==> src/rtl/stream_pkg.sv <==
// Shared types and helpers for the operand stream path: lane-count sizing,
// collect FSM states and the speed clamp used by both feeder and register config.
package stream_pkg;

    function automatic int speed_log2(input int lanes);
        return (lanes == 1) ? 1 : $clog2(lanes);
    endfunction

    typedef enum logic {
        ST_FILL = 1'b0,
        ST_HOLD = 1'b1
    } coll_state_t;

    function automatic int clamp_speed(input int spd, input int lanes);
        return (spd > lanes - 1) ? lanes - 1 : spd;
    endfunction

endpackage

==> src/rtl/stream_pack_lanebuf.sv <==
// Collect buffer: gathers 1..SPEED words into lanes, flags a completed group.
// Latency: completion strobe is combinational with the completing word.
// Backpressure: holds one complete group and drops o_rdy until i_out_free.
module stream_pack_lanebuf
    import stream_pkg::*;
#(
    parameter int WIDTH = 8,
    parameter int SPEED = 4,
    localparam int SPEED_LOG2 = speed_log2(SPEED)
) (
    input  logic                  clk,
    input  logic                  reset,
    input  logic [SPEED_LOG2-1:0] i_speed,
    input  logic [WIDTH-1:0]      i_dat,
    input  logic                  i_vld,
    input  logic                  i_last,
    output logic                  o_rdy,
    input  logic                  i_out_free,
    output logic                  o_grp_vld,
    output logic [WIDTH-1:0]      o_grp_dat [SPEED],
    output logic [SPEED-1:0]      o_grp_mask,
    output logic                  o_grp_last,
    output logic                  o_busy
);

    coll_state_t           r_state;
    logic [SPEED_LOG2-1:0] r_cnt;
    logic [SPEED_LOG2-1:0] r_spd_l;
    logic                  r_last;
    logic [WIDTH-1:0]      r_coll [SPEED];

    logic                  w_acc;
    logic                  w_done;
    logic [SPEED_LOG2-1:0] w_spd_in;
    logic [SPEED_LOG2-1:0] w_eff;

    assign w_spd_in = SPEED_LOG2'(clamp_speed(int'(i_speed), SPEED));
    assign o_rdy    = (r_state == ST_FILL);
    assign w_acc    = i_vld & o_rdy;
    // Speed is sampled only on the first word of a group.
    assign w_eff    = (r_cnt == '0) ? w_spd_in : r_spd_l;
    assign w_done   = w_acc & ((r_cnt == w_eff) | i_last);

    assign o_grp_vld  = (r_state == ST_FILL) ? (w_done & i_out_free) : i_out_free;
    assign o_grp_last = (r_state == ST_FILL) ? i_last : r_last;
    assign o_busy     = (r_cnt != '0) | (r_state == ST_HOLD);

    // In FILL the completing word bypasses the buffer so the output register sees it at t+1.
    always_comb begin
        for (int i = 0; i < SPEED; i++) begin
            o_grp_dat[i]  = ((r_state == ST_FILL) && (SPEED_LOG2'(i) == r_cnt)) ? i_dat : r_coll[i];
            o_grp_mask[i] = (i <= int'(r_cnt));
        end
    end

    always_ff @(posedge clk) begin
        if (reset) begin
            r_state <= ST_FILL;
            r_cnt   <= '0;
            r_spd_l <= '0;
            r_last  <= 1'b0;
            for (int i = 0; i < SPEED; i++) begin
                r_coll[i] <= '0;
            end
        end else begin
            case (r_state)
                ST_FILL: begin
                    if (w_acc) begin
                        r_coll[r_cnt] <= i_dat;
                        if (r_cnt == '0) begin
                            r_spd_l <= w_spd_in;
                        end
                        if (w_done) begin
                            r_last <= i_last;
                            if (i_out_free) begin
                                r_cnt <= '0;
                            end else begin
                                r_state <= ST_HOLD;
                            end
                        end else begin
                            r_cnt <= r_cnt + SPEED_LOG2'(1);
                        end
                    end
                end
                ST_HOLD: begin
                    if (i_out_free) begin
                        r_state <= ST_FILL;
                        r_cnt   <= '0;
                    end
                end
                default: r_state <= ST_FILL;
            endcase
        end
    end

endmodule

==> src/rtl/stream_pack_feeder.sv <==
// Packs a narrow word stream into SPEED-lane beats for the stream register.
// Latency: group-completing word at cycle t gives m_valid at t+1.
// Backpressure: one group in collect plus one in output, then s_ready drops.
module stream_pack_feeder
    import stream_pkg::*;
#(
    parameter int WIDTH = 8,
    parameter int SPEED = 4,
    localparam int SPEED_LOG2 = speed_log2(SPEED)
) (
    input  logic                  clk,
    input  logic                  reset,
    input  logic [SPEED_LOG2-1:0] speed,
    input  logic [WIDTH-1:0]      s_data,
    input  logic                  s_valid,
    input  logic                  s_last,
    output logic                  s_ready,
    output logic [WIDTH-1:0]      m_data [SPEED],
    output logic                  m_valid,
    input  logic                  m_ready,
    output logic                  m_en,
    output logic                  m_last,
    output logic                  busy
);

    logic             w_out_free;
    logic             w_grp_vld;
    logic             w_grp_last;
    logic             w_coll_busy;
    logic [WIDTH-1:0] w_grp_dat [SPEED];
    logic [SPEED-1:0] w_grp_mask;

    logic [WIDTH-1:0] r_m_data [SPEED];
    logic             r_m_valid;
    logic             r_m_last;

    assign m_en       = r_m_valid & m_ready;
    assign w_out_free = ~r_m_valid | m_ready;

    stream_pack_lanebuf #(
        .WIDTH (WIDTH),
        .SPEED (SPEED)
    ) u_lanebuf (
        .clk        (clk),
        .reset      (reset),
        .i_speed    (speed),
        .i_dat      (s_data),
        .i_vld      (s_valid),
        .i_last     (s_last),
        .o_rdy      (s_ready),
        .i_out_free (w_out_free),
        .o_grp_vld  (w_grp_vld),
        .o_grp_dat  (w_grp_dat),
        .o_grp_mask (w_grp_mask),
        .o_grp_last (w_grp_last),
        .o_busy     (w_coll_busy)
    );

    // Lanes beyond the completing word are zeroed so short groups never leak stale data.
    always_ff @(posedge clk) begin
        if (reset) begin
            for (int i = 0; i < SPEED; i++) begin
                r_m_data[i] <= '0;
            end
            r_m_valid <= 1'b0;
            r_m_last  <= 1'b0;
        end else if (w_grp_vld) begin
            for (int i = 0; i < SPEED; i++) begin
                r_m_data[i] <= w_grp_mask[i] ? w_grp_dat[i] : '0;
            end
            r_m_valid <= 1'b1;
            r_m_last  <= w_grp_last;
        end else if (m_en) begin
            r_m_valid <= 1'b0;
            r_m_last  <= 1'b0;
        end
    end

    always_comb begin
        for (int i = 0; i < SPEED; i++) begin
            m_data[i] = r_m_data[i];
        end
    end

    assign m_valid = r_m_valid;
    assign m_last  = r_m_last;
    assign busy    = w_coll_busy | r_m_valid;

endmodule

==> config.mk <==
export PLATFORM = sky130hd
export DESIGN_NAME = stream_pack_feeder
export DESIGN_NICKNAME = d
export VERILOG_FILES = /design/src/rtl/stream_pkg.sv /design/src/rtl/stream_pack_lanebuf.sv /design/src/rtl/stream_pack_feeder.sv
export SDC_FILE = /design/constraint.sdc
export NUM_CORES = 1
export LEC_CHECK = 0
export CORE_UTILIZATION = 30
export CTS_CLUSTER_DIAMETER = 200
export DETAILED_ROUTE_END_ITERATION = 10
export PLACE_DENSITY = 0.59
export RECOVER_POWER = 100
export SETUP_SLACK_MARGIN = 0.02
export SLEW_MARGIN = 15
export SYNTH_ARGS = -nofsm -noshare
export SYNTH_HDL_FRONTEND = slang
export SYNTH_SLANG_ARGS = --single-unit
==> constraint.sdc <==
create_clock -name clk -period 4.3 [get_ports clk]
set_input_delay 1.075 -clock clk [delete_from_list [all_inputs] [get_ports clk]]
set_output_delay 1.075 -clock clk [all_outputs]
set_load 0.02 [all_outputs]
==> metrics.txt <==
Slew headroom=0.00391; Max Fclk=268 MHz; Die Y-Extent=109 µm; worst setup path endpoint=busy; CTS tree=done; synth top area cells=edfxtp_1 (56%), mux2i_1 (7.8%), and2_1 (4.9%); Post-CTS Setup Bufs=0; CTS clk-pin slew, worst paths=0.06 ns; Power Density=422 mW/mm²; Final Util=0.392; vias=2208; minimum clock period after layout=3.73 ns; worst r2r src=u_lanebuf.r_cnt[0]$_SDFFE_PP0P_; Crit Path Class=register to output port; largest fanout on the critical path=11; I/O Buffers=51; most frequent cells after synthesis=edfxtp_1 (64), and2_1 (27), mux2i_1 (27), nor3_1 (20), nor4_2 (10); Avg Cell Area, Syn=13.5 µm²; Post-synth EDFFs=64; count leader, synth=edfxtp_1; post-synthesis cell area=0.00345 mm²; Overall Power=1830 µW; share of cells above drive strength 1=0.101; worst slew pin tran=1.49 ns; total global routing overflow=0; Clk Latency, worst-skew pair=0.34 ns; hpwl dp=5.09 mm; # Max-Cap Violations=1; Initial Util=0.313; critical path startpoint category=register; post-synthesis instance total=256; iteration count of the initial detailed-routing pass=4; Post-DP Area=0.00413 mm²; Reg area=0.00208 mm²; Synth area leader=edfxtp_1; RSZ-0062 raised after global routing=no; global-route wire length before repair=11.4 mm; Setup TNS Final=0 ns; share of the yosys chip area belonging to registers=0.603; failing checks=max-capacitance violations; hold-fix buffers at CTS=0; Min-Delay Path Class=register to register; Num CTS Buffers=9; # setup viols final=0; die area=0.0119 mm²; final critical-path share of the clock period=0.867; clock sinks=72; initial antenna violation count=0; Reg2Reg Setup Slack=0.73 ns; Post-Route WL=7.39 mm; VDD IR max=0.000164 V; Critical R2R Capture=r_m_data[1][1]$_SDFFCE_PN0P_; CP required=3.22 ns; Total Routing Usage GR=0.132; clock root buffer=clkbuf_16; Reg2Reg Depth=7; status=complete, but fails checks; # resized after CTS=0; Area Growth Syn to Fin=25.3%; element type at the critical path end=output port; DRT antenna net count=0; Synth Warn #=0; Synth top area share=0.557; largest net degree at the start of global routing=28; Horiz. Die Dim=109 µm; DRT iter0 DRCs=95; # DRC=0; number of fill cells=1086; P_leak=0.00161 µW; Final Hold Vio Count=0; design area=0.00433 mm²; Worst Path Arrival=2.65 ns; Placeable Area=0.0110 mm²; final RePlAce weighted congestion=0.779; Vias/cell=4.83; Rows=38; Main synth FF type=edfxtp_1; WL/cell=16.2 µm; IO Pins=52; clk_skew=0.00614 ns; ant diodes=0; DP Cell Count=441; Post-Layout Cell Count=457; #FFs+latches synth=72; Final Max Slew Viols=0; H-tree Lvls=3; Synth cell types=41; Synth async-reset ratio=0; maximum clock path buffer count=2; NumNets Final=331; multi-input logic area=0.00119 mm²; number of global-route vias before repair=2061; syn_nets=275; Worst Setup SP=u_lanebuf.r_cnt[1]$_SDFFE_PP0P_
-- flip-flops by register name, summed over array words and instances, names as in the netlist --
register / cells
m_last: 1
m_valid: 1
r_m_data: 32
u_lanebuf.r_cnt: 2
u_lanebuf.r_coll: 32
u_lanebuf.r_last: 1
u_lanebuf.r_spd_l: 2
u_lanebuf.r_state: 1
-- power breakdown --
group / internal (µW) / switching, µW / total [µW]
combinational: 101 / 154 / 255
sequential: 816 / 17.1 / 833
clock: 449 / 290 / 739
total: 1360 / 461 / 1830
-- critical path: stages (launching register included) --
cell and delay (ns):
dfxtp_1 0.40, inv_1 0.19, ha_1 0.32, nand2_1 0.36, or2_2 0.39, dlygate4sd3_1 0.65
-- layout by cell type, fill, tap and decap left out, types with 2 or more instances in the layout --
cell type,instances
a211oi_1,2
a22oi_1,8
a31oi_1,2
a32o_1,3
and2_0,15
and2_1,12
and3_1,8
buf_4,4
clkbuf_1,5
clkbuf_16,9
clkdlybuf4s50_1,13
clkinvlp_4,2
dfxtp_1,8
dlygate4sd3_1,38
edfxtp_1,64
ha_1,4
inv_1,5
mux2_2,3
mux2i_1,29
mux2i_2,2
nand2_1,6
nor2_1,6
nor2b_1,6
nor3_1,20
nor4_1,13
nor4_2,3
or2_0,3
xnor2_1,2
-- per-stage QoR --
step	hold WS [ns]	worst slack, ns
after floorplan	0.469	0.400
after global placement	0.485	0.884
after detailed placement	0.504	0.866
after CTS	0.519	0.654
after global routing	0.537	0.365
final	0.511	0.571
-- worst min path at each step --
stage                                            startpoint                                 to  cells past startpoint
after floorplan               u_lanebuf.r_last$_SDFFE_PP0P_      u_lanebuf.r_last$_SDFFE_PP0P_                      1
after global placement        u_lanebuf.r_last$_SDFFE_PP0P_      u_lanebuf.r_last$_SDFFE_PP0P_                      1
after detailed placement      u_lanebuf.r_last$_SDFFE_PP0P_      u_lanebuf.r_last$_SDFFE_PP0P_                      1
after CTS                     u_lanebuf.r_last$_SDFFE_PP0P_      u_lanebuf.r_last$_SDFFE_PP0P_                      1
after global routing      u_lanebuf.r_spd_l[1]$_SDFFE_PP0P_  u_lanebuf.r_spd_l[1]$_SDFFE_PP0P_                      2
final                     u_lanebuf.r_spd_l[1]$_SDFFE_PP0P_  u_lanebuf.r_spd_l[1]$_SDFFE_PP0P_                      2
-- cells by family after synthesis --
family / Yosys count / share of synthesized area
buffers and inverters: 21 / 0.0304
multiplexers: 34 / 0.104
flip-flops: 72 / 0.603
AO/OA/AOI/OAI: 22 / 0.0522
AND/OR/NAND/NOR: 101 / 0.191
XOR/XNOR: 2 / 0.00507
adder cells (fa/ha/maj): 4 / 0.0145
-- cell type report --
cell class,instances,area share
clock inverter,7,0.0165
inverter,5,0.00434
sequential,72,0.481
multi-input combinational,163,0.275
clock buffer,9,0.0520
timing repair buffer,61,0.130
tap,140,0.0405
-- routing by layer --
metal	up-vias	GRT usage	part of all wire
met5	-	0	0
met4	0	0.0648	0.021
met3	15	0.0332	0.041
met2	53	0.202	0.47
met1	1051	0.174	0.47
li1	1089	-	-
Note: power is estimated with default switching activity, not from simulation.
